### config.mk
export PLATFORM = sky130hd
export DESIGN_NAME = sync_fifo_fwft
export DESIGN_NICKNAME = d
export VERILOG_FILES = /design/src/rtl/fifo_pkg.sv /design/src/rtl/sync_fifo_ram.sv /design/src/rtl/sync_fifo_fwft.sv
export SDC_FILE = /design/constraint.sdc
export NUM_CORES = 1
export LEC_CHECK = 0
export ABC_AREA = 0
export BUFFER_PORTS_ARGS = -buffer_cell sky130_fd_sc_hd__buf_4
export CORE_ASPECT_RATIO = 0.7
export CORE_UTILIZATION = 60
export DETAILED_ROUTE_END_ITERATION = 12
export PLACE_DENSITY = 0.8
export SLEW_MARGIN = 20
export SYNTH_ARGS = -nofsm -noshare
export SYNTH_HDL_FRONTEND = slang
export SYNTH_HIERARCHICAL = 1
export SYNTH_SLANG_ARGS = --single-unit
### constraint.sdc
create_clock -name clk -period 2.98 [get_ports clk]
set_input_delay 0.596 -clock clk [delete_from_list [all_inputs] [get_ports clk]]
set_output_delay 0.596 -clock clk [all_outputs]
set_load 0.01 [all_outputs]
### src/rtl/fifo_pkg.sv
// Shared helpers for the FIFO family: depth, fill width and flag calculation.
package fifo_pkg;

    typedef struct packed {
        logic full;
        logic afull;
        logic empty;
        logic aempty;
    } fifo_flags_t;

    function automatic int depth_of(input int asize);
        return 1 << asize;
    endfunction

    // Occupancy must represent 0..DEPTH inclusive, hence one extra bit.
    function automatic int fill_width(input int asize);
        return asize + 1;
    endfunction

    function automatic fifo_flags_t calc_flags(input int fill, input int depth,
                                               input int afull, input int aempty);
        fifo_flags_t f;
        f.full   = (fill == depth);
        f.afull  = (fill >= afull);
        f.empty  = (fill == 0);
        f.aempty = (fill <= aempty);
        return f;
    endfunction

endpackage

### src/rtl/sync_fifo_ram.sv
// FIFO storage: one write port; read port is asynchronous (FWFT) or registered with enable.
module sync_fifo_ram #(
    parameter int DSIZE = 8,
    parameter int ASIZE = 4,
    parameter int FWFT  = 1
) (
    input  logic             clk,
    input  logic             i_rst_n,
    input  logic             i_we,
    input  logic [ASIZE-1:0] i_waddr,
    input  logic [DSIZE-1:0] i_wdata,
    input  logic             i_re,
    input  logic [ASIZE-1:0] i_raddr,
    output logic [DSIZE-1:0] o_rdata
);

    logic [DSIZE-1:0] r_mem [1<<ASIZE];

    // Storage write; contents are deliberately left unreset.
    always_ff @(posedge clk) begin
        if (i_we) begin
            r_mem[i_waddr] <= i_wdata;
        end
    end

    if (FWFT != 0) begin : g_fwft
        logic w_unused_rd;
        assign w_unused_rd = i_rst_n ^ i_re;
        assign o_rdata     = r_mem[i_raddr];
    end else begin : g_reg
        logic [DSIZE-1:0] r_rdata;
        // Registered read: capture the head word on an accepted pop, otherwise hold.
        always_ff @(posedge clk or negedge i_rst_n) begin
            if (!i_rst_n) begin
                r_rdata <= '0;
            end else if (i_re) begin
                r_rdata <= r_mem[i_raddr];
            end
        end
        assign o_rdata = r_rdata;
    end

endmodule

### src/rtl/sync_fifo_fwft.sv
// Single-clock FIFO with selectable FWFT/registered read, thresholds, occupancy and sticky errors.
module sync_fifo_fwft
    import fifo_pkg::*;
#(
    parameter int DSIZE  = 8,
    parameter int ASIZE  = 4,
    parameter int AFULL  = 12,
    parameter int AEMPTY = 2,
    parameter int FWFT   = 1
) (
    input  logic             clk,
    input  logic             rst_n,
    input  logic             clr,
    input  logic             winc,
    input  logic [DSIZE-1:0] wdata,
    output logic             wfull,
    output logic             wafull,
    input  logic             rinc,
    output logic [DSIZE-1:0] rdata,
    output logic             rvalid,
    output logic             rempty,
    output logic             raempty,
    output logic [ASIZE:0]   fill,
    output logic             overflow,
    output logic             underflow
);

    localparam int DEPTH = depth_of(ASIZE);
    localparam int FW    = fill_width(ASIZE);

    if (ASIZE < 1 || AFULL < 1 || AFULL > DEPTH || AEMPTY < 0 || AEMPTY >= AFULL) begin : g_bad_params
        $error("sync_fifo_fwft: illegal ASIZE/AFULL/AEMPTY combination");
    end

    logic [FW-1:0] r_wptr, r_rptr, r_fill;
    logic          r_wfull, r_wafull, r_rempty, r_raempty;
    logic          r_overflow, r_underflow, r_rvalid;
    logic          w_wen, w_ren;
    logic [FW-1:0] w_fill_next;
    fifo_flags_t   w_flags;

    // Accept decisions and next-state flags; flush suppresses both transfers.
    always_comb begin
        w_wen       = winc & ~r_wfull  & ~clr;
        w_ren       = rinc & ~r_rempty & ~clr;
        w_fill_next = r_fill + FW'(w_wen) - FW'(w_ren);
        w_flags     = calc_flags(32'(w_fill_next), DEPTH, AFULL, AEMPTY);
    end

    // Pointers, occupancy, registered flags and sticky error bits.
    always_ff @(posedge clk or negedge rst_n) begin
        if (!rst_n) begin
            r_wptr      <= '0;
            r_rptr      <= '0;
            r_fill      <= '0;
            r_wfull     <= 1'b0;
            r_wafull    <= 1'b0;
            r_rempty    <= 1'b1;
            r_raempty   <= 1'b1;
            r_overflow  <= 1'b0;
            r_underflow <= 1'b0;
            r_rvalid    <= 1'b0;
        end else if (clr) begin
            r_wptr      <= '0;
            r_rptr      <= '0;
            r_fill      <= '0;
            r_wfull     <= 1'b0;
            r_wafull    <= 1'b0;
            r_rempty    <= 1'b1;
            r_raempty   <= 1'b1;
            r_overflow  <= 1'b0;
            r_underflow <= 1'b0;
            r_rvalid    <= 1'b0;
        end else begin
            if (w_wen) r_wptr <= r_wptr + FW'(1);
            if (w_ren) r_rptr <= r_rptr + FW'(1);
            r_fill    <= w_fill_next;
            r_wfull   <= w_flags.full;
            r_wafull  <= w_flags.afull;
            r_rempty  <= w_flags.empty;
            r_raempty <= w_flags.aempty;
            if (winc & r_wfull)  r_overflow  <= 1'b1;
            if (rinc & r_rempty) r_underflow <= 1'b1;
            r_rvalid  <= w_ren;
        end
    end

    sync_fifo_ram #(
        .DSIZE (DSIZE),
        .ASIZE (ASIZE),
        .FWFT  (FWFT)
    ) u_ram (
        .clk     (clk),
        .i_rst_n (rst_n),
        .i_we    (w_wen),
        .i_waddr (r_wptr[ASIZE-1:0]),
        .i_wdata (wdata),
        .i_re    (w_ren),
        .i_raddr (r_rptr[ASIZE-1:0]),
        .o_rdata (rdata)
    );

    assign wfull     = r_wfull;
    assign wafull    = r_wafull;
    assign rempty    = r_rempty;
    assign raempty   = r_raempty;
    assign fill      = r_fill;
    assign overflow  = r_overflow;
    assign underflow = r_underflow;
    assign rvalid    = (FWFT != 0) ? ~r_rempty : r_rvalid;

endmodule

# [Word level (Yosys, flattened, before mapping)]
# Memories as Yosys holds them, arrays and structs flattened.
# Index checks and enable logic that the tools add are counted.
[word_totals] regBits=21 mem_bits_rw=128 out_inout_bits=20 n_memories=1
[mem_list] name="u_ram.r_mem" words=16 word_bits=8 rd=1 rd_ports_with_merged_regs=0 write_ports=1 line="sync_fifo_ram.sv:17" text="logic [DSIZE-1:0] r_mem [1<<ASIZE];"
[classes] add_sub_neg=4 order_cmp=2 n_eq_ne=1 muxes=15 bitwise_logic=9 reduce_logical=5
[op_table] operator="$mux W5" n=5
[op_table] operator="$add A5 B1 Y5 const B" n=2
[op_table] operator="$mux W1" n=10
[op_table] operator="$reduce_bool A2 Y1" n=4
[op_table] operator="$and A1 B1 Y1" n=6
[op_table] operator="$add A5 B1 Y5" n=1
[op_table] operator="$eq A5 B5 Y1 const B" n=1
[op_table] operator="$ge A5 B4 Y1 const B" n=1
[op_table] operator="$le A5 B2 Y1 const B" n=1
[op_table] operator="$logic_not A5 Y1" n=1
[op_table] operator="$sub A5 B1 Y5" n=1
[op_table] operator="$not A1 Y1" n=3

# [Logic depth before layout (Yosys ltp)]
[logic_depth] ltp_word=7 ltp_mapped=12

# [Modules after synthesis]
# The synthesis kept the hierarchy.
[by_module_without_submodules] module="sync_fifo_ram" n_inst=1 cells_per_inst=221 area_per_inst_um2=4987.3
[by_module_without_submodules] module="sync_fifo_fwft" n_inst=1 cells_per_inst=92 area_per_inst_um2=947.2

# [Worst setup path after synthesis]
# Ideal clock, no wire load.
[synth_path] path_kind="input-to-reg" start="input port clr" end="register r_wfull (netlist: wfull)" setup_time_ns=0.121 arrival_time_ns=2.701 required_ns=2.859 slack_ns=0.158 stages=12 path_cell_list="clkbuf_1 > inv_1 > and2_1 > ha_1 > inv_1 > ha_1 > inv_1 > fa_1 > nand2b_1 > a21oi_1 > xnor2_1 > and4bb_2"
[synth_between] word_cells_on_any_way=7
[synth_rtl] element="from (decl)" line="sync_fifo_fwft.sv:13" text="input logic clr,"
[synth_rtl] element="$not A1 Y1" line="sync_fifo_fwft.sv:45" text="w_ren = rinc & ~r_rempty & ~clr;"
[synth_rtl] element="$and A1 B1 Y1" line="sync_fifo_fwft.sv:45"
[synth_rtl] element="via w_ren" line="sync_fifo_fwft.sv:38" text="logic w_wen, w_ren;"
[synth_rtl] element="$sub A5 B1 Y5" line="sync_fifo_fwft.sv:46" text="w_fill_next = r_fill + FW'(w_wen) - FW'(w_ren);"
[synth_rtl] element="$eq A5 B5 Y1" line="fifo_pkg.sv:23" text="f.full = (fill == depth);"
[synth_rtl] element="$mux W1" line="sync_fifo_fwft.sv:63" text="end else if (clr) begin"
[synth_rtl] element="to (signal assigned)" line="sync_fifo_fwft.sv:78" text="r_wfull <= w_flags.full;"
[synth_rtl] element="to (decl)" line="sync_fifo_fwft.sv:36" text="logic r_wfull, r_wafull, r_rempty, r_raempty;"
# The timed path passes the listed nets, and every way through them passes these cells.
# A chain may end at the register's enable or synchronous reset.

# [Worst setup path after layout]
[layout_path] start="register r_rptr[0]" end="output port rdata[4]"
[layout_between] elab_chain_len=1
[layout_rtl] element="from (decl)" line="sync_fifo_fwft.sv:35" text="logic [FW-1:0] r_wptr, r_rptr, r_fill;"
[layout_rtl] element="from (signal assigned)" line="sync_fifo_fwft.sv:76" text="if (w_ren) r_rptr <= r_rptr + FW'(1);"
[layout_rtl] element="$mem_v2 Z16 W8"
[layout_rtl] element="to (decl)" line="sync_fifo_fwft.sv:19" text="output logic [DSIZE-1:0] rdata,"
# Every way passes these cells.

==> results.yml <==
status:
  status: "completed"
setup_path:
  critPathKind: "register to output port"
  start_kind: "register"
  cp_cell_sequence: "buf_12 > mux4_1 > a22oi_1 > nand2_1 > buf_4"
  critical_path.max_stage_delay_ps: 630
  rr_worst_depth: 11
  required_ps: 2380
  crit-reg2reg-launch: "rempty"
  cp_max_fo: 21
  critPathSlowestCell: "mux4_1"
  r2r_setup_slack_ps: 220
  regToRegEndpoint: "wfull"
  end_kind: "output port"
  worst-endpoint-arrival_ps: 2240
clock_network:
  clock_latency_ps: 410
  cts_tree: "done"
  cts_resized: 0
  clk_pin_slew_ps: 60
  cts_made_buffers: 17
  cts_root_buffer: "clkbuf_16"
  htreeDepth: 4
  clock_path_buffers: 2
  cts.sink_count: 147
routing:
  vias: 3105
  wire_per_inst_um: 22.7
  antenna_left: 0
  drt_iter0_markers: 276
  drc: 0
  totalWireLength_um: 11700
  dr.pass1.iters: 4
  vias_per_cell: 6.04
timing:
  finalSetupViolCount: 0
  worst_pin_slew_ps: 704
  clock_skew_ps: 10.2
  maxSlewViolCount: 0
  slew_headroom: 0.530
  max_clock_freq_mhz: 352
  fin_crit_ps: 2840
  fin_tns_setup_ps: 0
  hold_violations: 0
  rsz0062_at_grt: "no"
  period_share: 0.953
synthesis:
  synth_area_leader_cell: "edfxtp_1"
  yosysSeqAreaShare: 0.728
  ys_warn_count: 6
  yosysUniqueCellTypes: 34
  syn_nets: 334
  synth.top_cell.area_share: 0.648
  synth_ff_type: "edfxtp_1"
  syn_area_mm2: 0.00593
  synth-seq-cells: 147
  synth_area_leaders: "edfxtp_1 (65%), dfrtp_1 (7.2%), mux4_2 (6.8%)"
  synth_edf_count: 128
  avgSynthCellArea_um2: 19.0
  synthCells: 313
  async_reset_ff_frac: 0.129
cells_and_area:
  layout.nets: 398
  fillCellCount: 518
  post-route-util: 0.748
  drive_gt1_frac: 0.279
  area_growth_pct: 17.6
  diodes: 0
grt:
  antenna_found_initial: 0
  grt_use_total: 0.254
  grt_max_degree: 36
  grt_overflow: 0
  grt_pass1_wl_um: 18100
  grt_pass1_vias: 3208
placement:
  portBuffers: 32
  place.gp.congestion: 0.780
  hpwl_um: 7350
pwr:
  cellPowerDensity_mw_per_mm2: 786
  ir_drop_mv: 0.577
  leakage_nw: 2.50
floorplanning:
  rows: 29
  core_mm2: 0.00933
  io_pins: 33
  start_util: 0.636
  fp.dieH_um: 85.2
  die_w_um: 121
  die_area_mm2: 0.0103
min_path:
  hp-class: "input pin to asynchronous set/reset pin"
run:
  drv_cap: 0
==> metrics by stage <==
step,std cells,worst slack [ps],hold slack (ps),power [W],area [um^2]
after detailed placement,479,95.1,483,0.00356,6410
after floorplan,313,158,300,0.00318,5930
after global routing,514,54.0,49.3,0.00570,6980
after global placement,479,141,481,0.00352,6410
after CTS,514,136,41.1,0.00551,6980
final,514,141,44.6,0.00548,6980
==> cells in the mapped netlist (2+ instances only) <==
library cell / count
buf_2: 3
mux4_2: 18
edfxtp_1: 128
mux4_1: 14
ha_1: 7
nor2_1: 29
a41o_1: 2
nand3_1: 2
nand2b_1: 4
a21oi_1: 6
nand3b_1: 2
nor2b_1: 5
mux2i_1: 2
nand4_1: 2
nand2_1: 13
dfstp_2: 2
xor2_1: 5
and2_1: 2
nor3_1: 4
xnor2_1: 4
a22oi_1: 16
inv_1: 10
dfrtp_1: 17
clkbuf_1: 2
buf_6: 3
clkdlybuf4s25_2: 3
==> flip-flops by register name, summed over array words and instances, names as in the netlist <==
register and cells:
fill 5, overflow 1, r_rptr 4, r_wptr 4, raempty 1, rempty 1, u_ram/r_mem 128, underflow 1
wafull 1, wfull 1
==> layout make-up <==
cell class,instances,area (um^2),area share
sequential,147,4320,0.620
multi-input combinational,144,1480,0.212
clock buffer,21,450,0.0646
timing repair buffer,57,440,0.0631
tap,124,155,0.0222
clock inverter,11,88.8,0.0127
inverter,10,37.5,0.00538
==> routing by layer <==
metal	wire, um	track usage	vias to the layer above
met4	104	0.0629	0
met5	0	0	-
li1	-	-	1372
met3	983	0.0847	12
met1	5010	0.364	1586
met2	5570	0.384	135
==> cells by family (layout without fill, tap and decap cells) <==
family / Yosys count / count (layout) / synth area share
xor gates and xnor gates: 9 / 9 / 0.0133
adders and majority gates: 8 / 8 / 0.0181
buffers and inverters: 22 / 99 / 0.0221
muxes: 34 / 34 / 0.134
AOI/OAI and AO/OA: 24 / 24 / 0.0287
and+or+nand+nor: 69 / 69 / 0.0559
DFF: 147 / 147 / 0.728
==> timing repair <==
action                     in CTS  in global routing
hold buffers                    0                  0
setup buffers                   3                  0
setup endpoints to repair       2                  0
==> power by group <==
| group | leakage, nW | switching, W | internal (W) |
|---|---|---|---|
| clock network | 0.266 | 0.000761 | 0.00116 |
| logic | 0.833 | 0.000573 | 0.000552 |
| registers | 1.40 | 0.0000794 | 0.00236 |
| total | 2.50 | 0.00141 | 0.00407 |
==> placed cells by master, fill, tap and decap left out, types with 2 or more instances in the layout <==
cell / Yosys / routed
a22oi_1: 16 / 16
clkbuf_16: 0 / 17
clkbuf_1: 2 / 3
clkinv_2: 0 / 7
xor2_1: 5 / 5
nor2_1: 29 / 29
mux4_1: 14 / 14
nand3b_1: 2 / 2
edfxtp_1: 128 / 128
nand2b_1: 4 / 4
mux4_2: 18 / 18
nand2_1: 13 / 13
a41o_1: 2 / 2
xnor2_1: 4 / 4
nand3_1: 2 / 2
mux2i_1: 2 / 2
a21oi_1: 6 / 6
buf_4: 1 / 56
dfrtp_1: 17 / 16
dfstp_2: 2 / 2
nor2b_1: 5 / 5
nand4_1: 2 / 2
and2_1: 2 / 2
nor3_1: 4 / 4
clkinvlp_4: 0 / 2
ha_1: 7 / 7
inv_1: 10 / 10
==> worst max-delay path: cells and delay by family (launching register included) <==
kind	cells	cell delay [ps]
multiplexers	1	630
AO/OA/AOI/OAI	1	250
buffers and inverters	2	390
AND/OR/NAND/NOR	1	150
flip-flops	1	400
==> worst max-delay path by stage <==
| stage | startpoint | to | slack (ps) | cells after the start |
|---|---|---|---|---|
| 4_1_cts | r_rptr[0] | rdata[4] | 140 | 5 |
| 3_3_place_gp | rinc | wfull | 140 | 12 |
| 2_1_floorplan | clr | wfull | 160 | 12 |
| 3_5_place_dp | rinc | wfull | 100 | 12 |
| 6_report | r_rptr[0] | rdata[4] | 140 | 5 |
| 5_1_grt | r_rptr[0] | rdata[3] | 50 | 6 |
Power figures use the tool's default switching activity.
